===== src/rtl/four_phase_sequencer.sv =====
// Four-phase one-hot clock sequencer: latches config on start, then steps phases with
// programmable dwell, inter-phase gap, direction and round count (0 = free run until stop).
module four_phase_sequencer #(
    parameter int unsigned DWELL_W = 8,
    parameter int unsigned GAP_W   = 4,
    parameter int unsigned ROUND_W = 16
) (
    input  logic               i_clk,
    input  logic               i_rst_n,
    input  logic [DWELL_W-1:0] i_cfg_dwell,
    input  logic [GAP_W-1:0]   i_cfg_gap,
    input  logic               i_cfg_dir,
    input  logic [ROUND_W-1:0] i_cfg_rounds,
    input  logic               i_start,
    input  logic               i_stop,
    output logic               o_p0,
    output logic               o_p1,
    output logic               o_p2,
    output logic               o_p3,
    output logic [1:0]         o_phase_idx,
    output logic               o_busy,
    output logic               o_done
);

    typedef enum logic [1:0] {StIdle, StActive, StGap} state_t;

    state_t             r_state;
    logic [DWELL_W-1:0] r_dwell;
    logic [DWELL_W-1:0] r_dwell_cnt;
    logic [GAP_W-1:0]   r_gap;
    logic [GAP_W-1:0]   r_gap_cnt;
    logic               r_dir;
    logic [ROUND_W-1:0] r_rounds;
    logic [ROUND_W-1:0] r_round_cnt;
    logic               r_stop_pend;
    logic [1:0]         r_idx;
    logic [3:0]         r_phase;
    logic               r_busy;
    logic               r_done;

    logic [1:0]         w_next_idx;
    logic [1:0]         w_first_idx;
    logic               w_last;
    logic [ROUND_W-1:0] w_round_next;
    logic               w_rounds_met;
    logic               w_dwell_done;
    logic [DWELL_W-1:0] w_dwell_one;

    assign w_dwell_one  = {{(DWELL_W-1){1'b0}}, 1'b1};
    assign w_next_idx   = r_dir ? r_idx - 2'd1 : r_idx + 2'd1;
    assign w_first_idx  = i_cfg_dir ? 2'd3 : 2'd0;
    assign w_last       = r_dir ? (r_idx == 2'd0) : (r_idx == 2'd3);
    // Round count saturates so a free run never wraps into a spurious match.
    assign w_round_next = !w_last ? r_round_cnt :
                          (&r_round_cnt) ? r_round_cnt : r_round_cnt + 1'b1;
    assign w_rounds_met = w_last && (r_rounds != '0) && (w_round_next == r_rounds);
    assign w_dwell_done = (r_dwell_cnt == r_dwell);

    always_ff @(posedge i_clk or negedge i_rst_n) begin
        if (!i_rst_n) begin
            r_state     <= StIdle;
            r_dwell     <= '0;
            r_dwell_cnt <= '0;
            r_gap       <= '0;
            r_gap_cnt   <= '0;
            r_dir       <= 1'b0;
            r_rounds    <= '0;
            r_round_cnt <= '0;
            r_stop_pend <= 1'b0;
            r_idx       <= 2'd0;
            r_phase     <= 4'b0000;
            r_busy      <= 1'b0;
            r_done      <= 1'b0;
        end else begin
            r_done <= 1'b0;
            unique case (r_state)
                StIdle: begin
                    if (i_start && !i_stop) begin
                        r_state     <= StActive;
                        r_dwell     <= (i_cfg_dwell == '0) ? w_dwell_one : i_cfg_dwell;
                        r_gap       <= i_cfg_gap;
                        r_dir       <= i_cfg_dir;
                        r_rounds    <= i_cfg_rounds;
                        r_round_cnt <= '0;
                        r_stop_pend <= 1'b0;
                        r_idx       <= w_first_idx;
                        r_phase     <= 4'b0001 << w_first_idx;
                        r_dwell_cnt <= w_dwell_one;
                        r_busy      <= 1'b1;
                    end
                end
                StActive: begin
                    if (w_dwell_done) begin
                        r_round_cnt <= w_round_next;
                        if (w_rounds_met || r_stop_pend || i_stop) begin
                            r_state <= StIdle;
                            r_phase <= 4'b0000;
                            r_busy  <= 1'b0;
                            r_done  <= 1'b1;
                        end else if (r_gap != '0) begin
                            r_state   <= StGap;
                            r_phase   <= 4'b0000;
                            r_gap_cnt <= {{(GAP_W-1){1'b0}}, 1'b1};
                        end else begin
                            r_idx       <= w_next_idx;
                            r_phase     <= 4'b0001 << w_next_idx;
                            r_dwell_cnt <= w_dwell_one;
                        end
                    end else begin
                        r_dwell_cnt <= r_dwell_cnt + 1'b1;
                        if (i_stop) begin
                            r_stop_pend <= 1'b1;
                        end
                    end
                end
                StGap: begin
                    if (i_stop || r_stop_pend) begin
                        r_state <= StIdle;
                        r_busy  <= 1'b0;
                        r_done  <= 1'b1;
                    end else if (r_gap_cnt == r_gap) begin
                        r_state     <= StActive;
                        r_idx       <= w_next_idx;
                        r_phase     <= 4'b0001 << w_next_idx;
                        r_dwell_cnt <= w_dwell_one;
                    end else begin
                        r_gap_cnt <= r_gap_cnt + 1'b1;
                    end
                end
                default: r_state <= StIdle;
            endcase
        end
    end

    assign o_p0        = r_phase[0];
    assign o_p1        = r_phase[1];
    assign o_p2        = r_phase[2];
    assign o_p3        = r_phase[3];
    assign o_phase_idx = r_idx;
    assign o_busy      = r_busy;
    assign o_done      = r_done;

endmodule


===== config.mk =====
export PLATFORM = sky130hd
export DESIGN_NAME = four_phase_sequencer
export DESIGN_NICKNAME = d
export VERILOG_FILES = /design/src/rtl/four_phase_sequencer.sv
export SDC_FILE = /design/constraint.sdc
export NUM_CORES = 1
export LEC_CHECK = 0
export CAP_MARGIN = 20
export CORE_MARGIN = 5
export CORE_UTILIZATION = 43
export CTS_CLUSTER_SIZE = 20
export DETAILED_ROUTE_END_ITERATION = 10
export PLACE_DENSITY_LB_ADDON = 0.25
export SKIP_LAST_GASP = 1
export SLEW_MARGIN = 5
export SYNTH_ARGS = -nofsm -noshare
export SYNTH_HDL_FRONTEND = slang
export SYNTH_SLANG_ARGS = --single-unit

===== constraint.sdc =====
create_clock -name i_clk -period 2.9 [get_ports i_clk]
set_input_delay 0.58 -clock i_clk [delete_from_list [all_inputs] [get_ports i_clk]]
set_output_delay 0.58 -clock i_clk [all_outputs]
set_load 0.01 [all_outputs]

==> After elaboration in Yosys (flattened, before gate mapping) <==
Cells that the tools add are included.
Widths: inputs -> output; s select.
{ "op_classes": {"addsub": 5, "shifts": 2, "n_eq_ne": 22, "reduce_logical": 25, "mux": 56} }
{ "op_table": {"columns": ["cell", "count"], "rows": [
  ["$mux 16", 4],
  ["$mux 8", 7],
  ["$mux 4", 11],
  ["$pmux 16 s2", 1],
  ["$mux 2", 14],
  ["$ne 2x2->1 const B", 12],
  ["$pmux 8 s3", 1],
  ["$add 16x1->16 const B", 1],
  ["$eq 16x16->1", 1],
  ["$reduce_and 16->1", 1],
  ["$reduce_bool 16->1", 1],
  ["$ne 3x3->1 const B", 4],
  ["$pmux 2 s3", 2],
  ["$pmux 4 s3", 1],
  ["$reduce_and 6->1", 2],
  ["$mux 1", 11],
  ["$reduce_and 5->1", 2],
  ["$add 8x1->8 const B", 1],
  ["$eq 8x8->1", 1],
  ["$logic_not 8->1", 1],
  ["$pmux 4 s2", 1],
  ["$reduce_and 4->1", 2],
  ["$shl 1x2->4 const A", 2],
  ["$reduce_and 7->1", 1],
  ["other kinds (17)", 25]
]} }
{ "word_totals": {"in_bits": 33, "reg_bits": 68, "wordCells": 123, "out_inout_bits": 8} }

==> Longest topological paths before layout <==
{ "logic_depth": {"ltp_word": 10, "depth_mapped": 12, "depth_no_buf": 10} }

==> Worst setup path before layout <==
OpenSTA, ideal clock, no wires.
{ "synth_timing": {"path_type": "register -> register", "start": "reg r_round_cnt[0]", "end": "reg r_state[0]", "path_slack_ns": -0.306, "required_time_ns": 2.772, "period_less_slack_ns": 3.206, "path_stages_with_launch": 13, "arrival_time_ns": 3.078, "setup_ns": 0.128, "cell_sequence": "dfrtp_1 ha_1 and3_1 buf_4 nand4_4 and2_4 buf_6 a2111oi_4 o2111ai_1 or4_4 o21a_4 a31oi_4 mux2_1"} }
{ "synth_via": {"elab_chain_len": 10} }
{ "synth_lines": {"columns": ["item", "line", "text"], "rows": [
  ["start: declaration", "34", "logic [ROUND_W-1:0] r_round_cnt;"],
  ["start signal: assignment", "94", "r_round_cnt <= w_round_next;"],
  ["$add 16x1->16 or $reduce_and 16->1 (tied branches)", "55", "(&r_round_cnt) ? r_round_cnt : r_round_cnt + 1'b1;"],
  ["$mux 16", "55", null],
  ["$mux 16 (*)", "54", "assign w_round_next = !w_last ? r_round_cnt :"],
  ["$eq 16x16->1 (*)", "56", "assign w_rounds_met = w_last && (r_rounds != '0) && (w_round_next == r_rounds);"],
  ["$logic_and 1x1->1 (*)", "56", null],
  ["$logic_or 1x1->1 (*) (2 in series)", "95", "if (w_rounds_met || r_stop_pend || i_stop) begin"],
  ["$mux 2", "95", null],
  ["$mux 2", "93", "if (w_dwell_done) begin"],
  ["$pmux 2 s3", "76", "unique case (r_state)"],
  ["end signal: assignment", "79", "r_state <= StActive;"],
  ["end signal: assignment", "96", "r_state <= StIdle;"],
  ["end signal: assignment", "101", "r_state <= StGap;"],
  ["end: declaration", "27", "state_t r_state;"]
]} }
Every way passes the cells marked *; elsewhere a longest branch is shown, timed or not. The select of a mux whose other input is x is not followed.
A chain may end at the register's enable or synchronous reset.

==> Worst setup path in the final report <==
{ "layout_timing": {"start": "reg r_idx[0], in the netlist o_phase_idx[0]", "end": "reg r_state[0]"} }
{ "layout_via": {"elab_chain_len": 10} }
{ "layout_lines": {"columns": ["item", "line", "text"], "rows": [
  ["start: declaration", "36", "logic [1:0] r_idx;"],
  ["start signal: assignment", "86", "r_idx <= w_first_idx;"],
  ["start signal: assignment", "105", "r_idx <= w_next_idx;"],
  ["start signal: assignment", "123", "r_idx <= w_next_idx;"],
  ["$eq 2x2->1 or $logic_not 2->1 (tied branches)", "52", "assign w_last = r_dir ? (r_idx == 2'd0) : (r_idx == 2'd3);"],
  ["$mux 1 (*)", "52", null],
  ["$mux 16", "54", null],
  ["$eq 16x16->1", "56", null],
  ["$logic_and 1x1->1 (*)", "56", null],
  ["$logic_or 1x1->1 (*) (2 in series)", "95", null],
  ["$mux 2", "95", null],
  ["$mux 2", "93", null],
  ["$pmux 2 s3", "76", null]
]} }
Marked as above.

==> impl_results.md <==
- CTS Buffer Depth: 2
- Worst Skew: 6.383 ps
- PortBufs: 40
- Top FF cell, synth: dfrtp_1
- Core Util, Final: 58.60%
- Area delta synth->final: 35.12%
- Die X: 111.1 µm
- CTS root buffer: clkbuf_8
- FMAX: 0.3196 GHz
- Hold slack: 249.7 ps
- First-pass GRT wire length: 20.88 mm
- Inserted Diodes: 0
- Violated checks: negative setup slack
- Post-Place Worst Slack: -322.8 ps
- Most common cell in the netlist: dfrtp_1
- Seq/Total Area, Yosys: 38.70%
- Critical path type: flip-flop to flip-flop
- CP Max Fanout: 7
- Max-Cap Viols: 0
- Synth unique cells: 70
- Post-Syn Area per Cell: 9.435 µm²
- Synth Warn #: 0
- Clk pin slew, worst setup/hold paths: 70 ps
- R2r setup slk: -230 ps
- Share of layout cells above drive strength 1: 30.09%
- TritonCTS clock tree: yes
- Pwr Density: 828.5 nW/µm²
- Grt ovf: 0
- RSZ-0062 raised after global routing: true
- Final period utilization: 107.9%
- Top cells by count, synth: dfrtp_1, nand2_1, o21ai_0
- Initial Utilization: 43.37%
- Crit path launch type: flip-flop
- Full die area: 12350 µm²
- Cell taking the most area after synthesis: dfrtp_1
- Crit path arrival time: 3370 ps
- # rows: 37
- Slew Limit Fails: 0
- H-tree Lvls: 3
- Vias in the first global route: 4171
- Drt wl/cell: 17.41 µm
- Vias per cell: 5.731
- Crit path time final: 3129 ps
- Largest net degree at the start of global routing: 32
- DRT Wirelength: 12.55 mm
- Min-Delay Path Class: input pin to async pin
- Final HPWL DP: 9.496 mm
- Final Worst Setup Slack: -229.3 ps
- Final #Nets: 624
- Initial antenna violation count: 0
- Die Y: 111.1 µm
- PnR Total Power: 4922 µW
- Hold Fails Final Rpt: 0
- Outcome: finished, violations left
- Mapped Nets: 510
- Ys async rst share: 100.0%
- Synthesized area: 4397 µm²
- Placer Congestion: 0.9568
- Core ar.: 10140 µm²
- Setup violations, final: 21
- Synth top area cells: dfrtp_1, mux2_2, o21ai_0, xor2_1, nand2_1
- ANT nets after route: 0
- Post-synthesis sequential element count: 68
- DRC: 0
- Leakage: 0.002568 µW
- Slew headroom: 49.49%
- IO Pins: 41
- Drt pass-1 iters: 5
- Max IR drop VDD: 0.0006708 V
- Number of DRC markers in iteration 0: 189
- Top cell type's share of synthesized area: 38.70%
- Overall routing resource usage: 20.68%
- Synthesized netlist cell count: 466
- CP Data Required Time: 3140 ps
- Post-route cell area: 5941 µm²
- Post-Place Cell Area: 5499 µm²
- CTS sink cnt: 68
- Vias: 4132
- Number of synthesized flops with an enable pin: 0
- Clock latency on the worst-skew pair: 350 ps
- Setup crit end kind: flip-flop
- Worst slew pin tran: 757.6 ps
- Number of CTS-inserted buffers: 9
sequential cells by signal, summed over array words and instances, names as in the netlist:
register / cells
r_rounds: 16
o_phase_idx: 2
r_dir: 1
o_busy: 1
r_phase: 4
o_done: 1
r_round_cnt: 16
r_dwell: 8
r_gap_cnt: 4
r_gap: 4
r_stop_pend: 1
r_dwell_cnt: 8
r_state: 2
per-stage QoR:
step / setup TNS [ps] / cells
final: -3109 / 721
after global placement: -3904 / 695
after global routing: -5242 / 721
after CTS: -2189 / 720
after detailed placement: -5148 / 695
after floorplan: -221.2 / 466
timing repair:
item / 4_1_cts / 5_1_grt
setup endpoints to repair: 22 / 22
gates resized for setup: 16 / 11
pin swaps: 19 / 8
hold buffers: 0 / 0
gates cloned: 0 / 0
setup buffers: 9 / 2
final cells by class:
type | count | area, µm²
Clock buffer | 12 | 155.1
Clock inverter | 4 | 95.09
Fill cell | 875 | 4198
Inverter | 18 | 67.56
Multi-Input combinational cell | 358 | 2681
Sequential cell | 68 | 1703
Tap cell | 136 | 170.2
Timing Repair Buffer | 125 | 1069
critical path: stages (launching register included):
cell and delay (ps):
dfrtp_2 430, nor3b_4 320, buf_6 160, o211ai_4 130, o21ai_0 210, o211ai_1 120, a2111oi_0 360, or4b_4 530
o21a_4 290, a31oi_4 150, mux2_4 310
layout by cell type, fill, tap and decap left out, types with 6 or more instances in the layout:
master           count
buf_4               78
dfrtp_1             67
clkdlybuf4s50_1     39
nand2_1             38
o21ai_0             37
mux2_2              30
nor2_1              25
nand3_1             22
xor2_1              20
inv_1               18
a21oi_1             16
nand4_1             12
clkbuf_8            11
nor4_1              10
ha_1                10
o211ai_1             8
nor2b_1              7
xnor2_1              6
buf_6                6
path summary, 6_finish.rpt:
| kind | startpoint | to | cells after the start |
|---|---|---|---|
| setup / recovery | o_phase_idx[0] | r_state[0] | 10 |
| max in group asynchronous | i_rst_n | r_state[1] | 3 |
| min in group i_clk | o_busy | o_busy | 1 |
| hold reg to reg | o_busy | o_busy | 1 |
| setup reg to reg | o_phase_idx[0] | r_state[0] | 10 |
| hold / removal | i_rst_n | r_phase[2] | 1 |
layer usage:
| layer | global-route usage [%] | vias up | wire [µm] |
|---|---|---|---|
| met3 | 3.002 | 30 | 580 |
| met5 | 0 | - | 0 |
| li1 | - | 1968 | - |
| met1 | 27.04 | 2015 | 5581 |
| met2 | 34.95 | 119 | 6060 |
| met4 | 7.380 | 0 | 330 |
power breakdown:
group	internal (µW)	switching [µW]
combinational	1140	1170
sequential	1260	380
clock	617	362
cell families (layout without fill, tap and decap cells):
logic type,Yosys count,count (layout),share of synthesized area [%]
xor+xnor,26,26,5.179
fa+ha+maj,11,11,3.130
simple gates,164,164,20.49
flops,68,68,38.70
compound gates,122,122,19.72
buf+inv,40,159,3.898
mux,35,35,8.879
(Power assumes the default switching activity.)
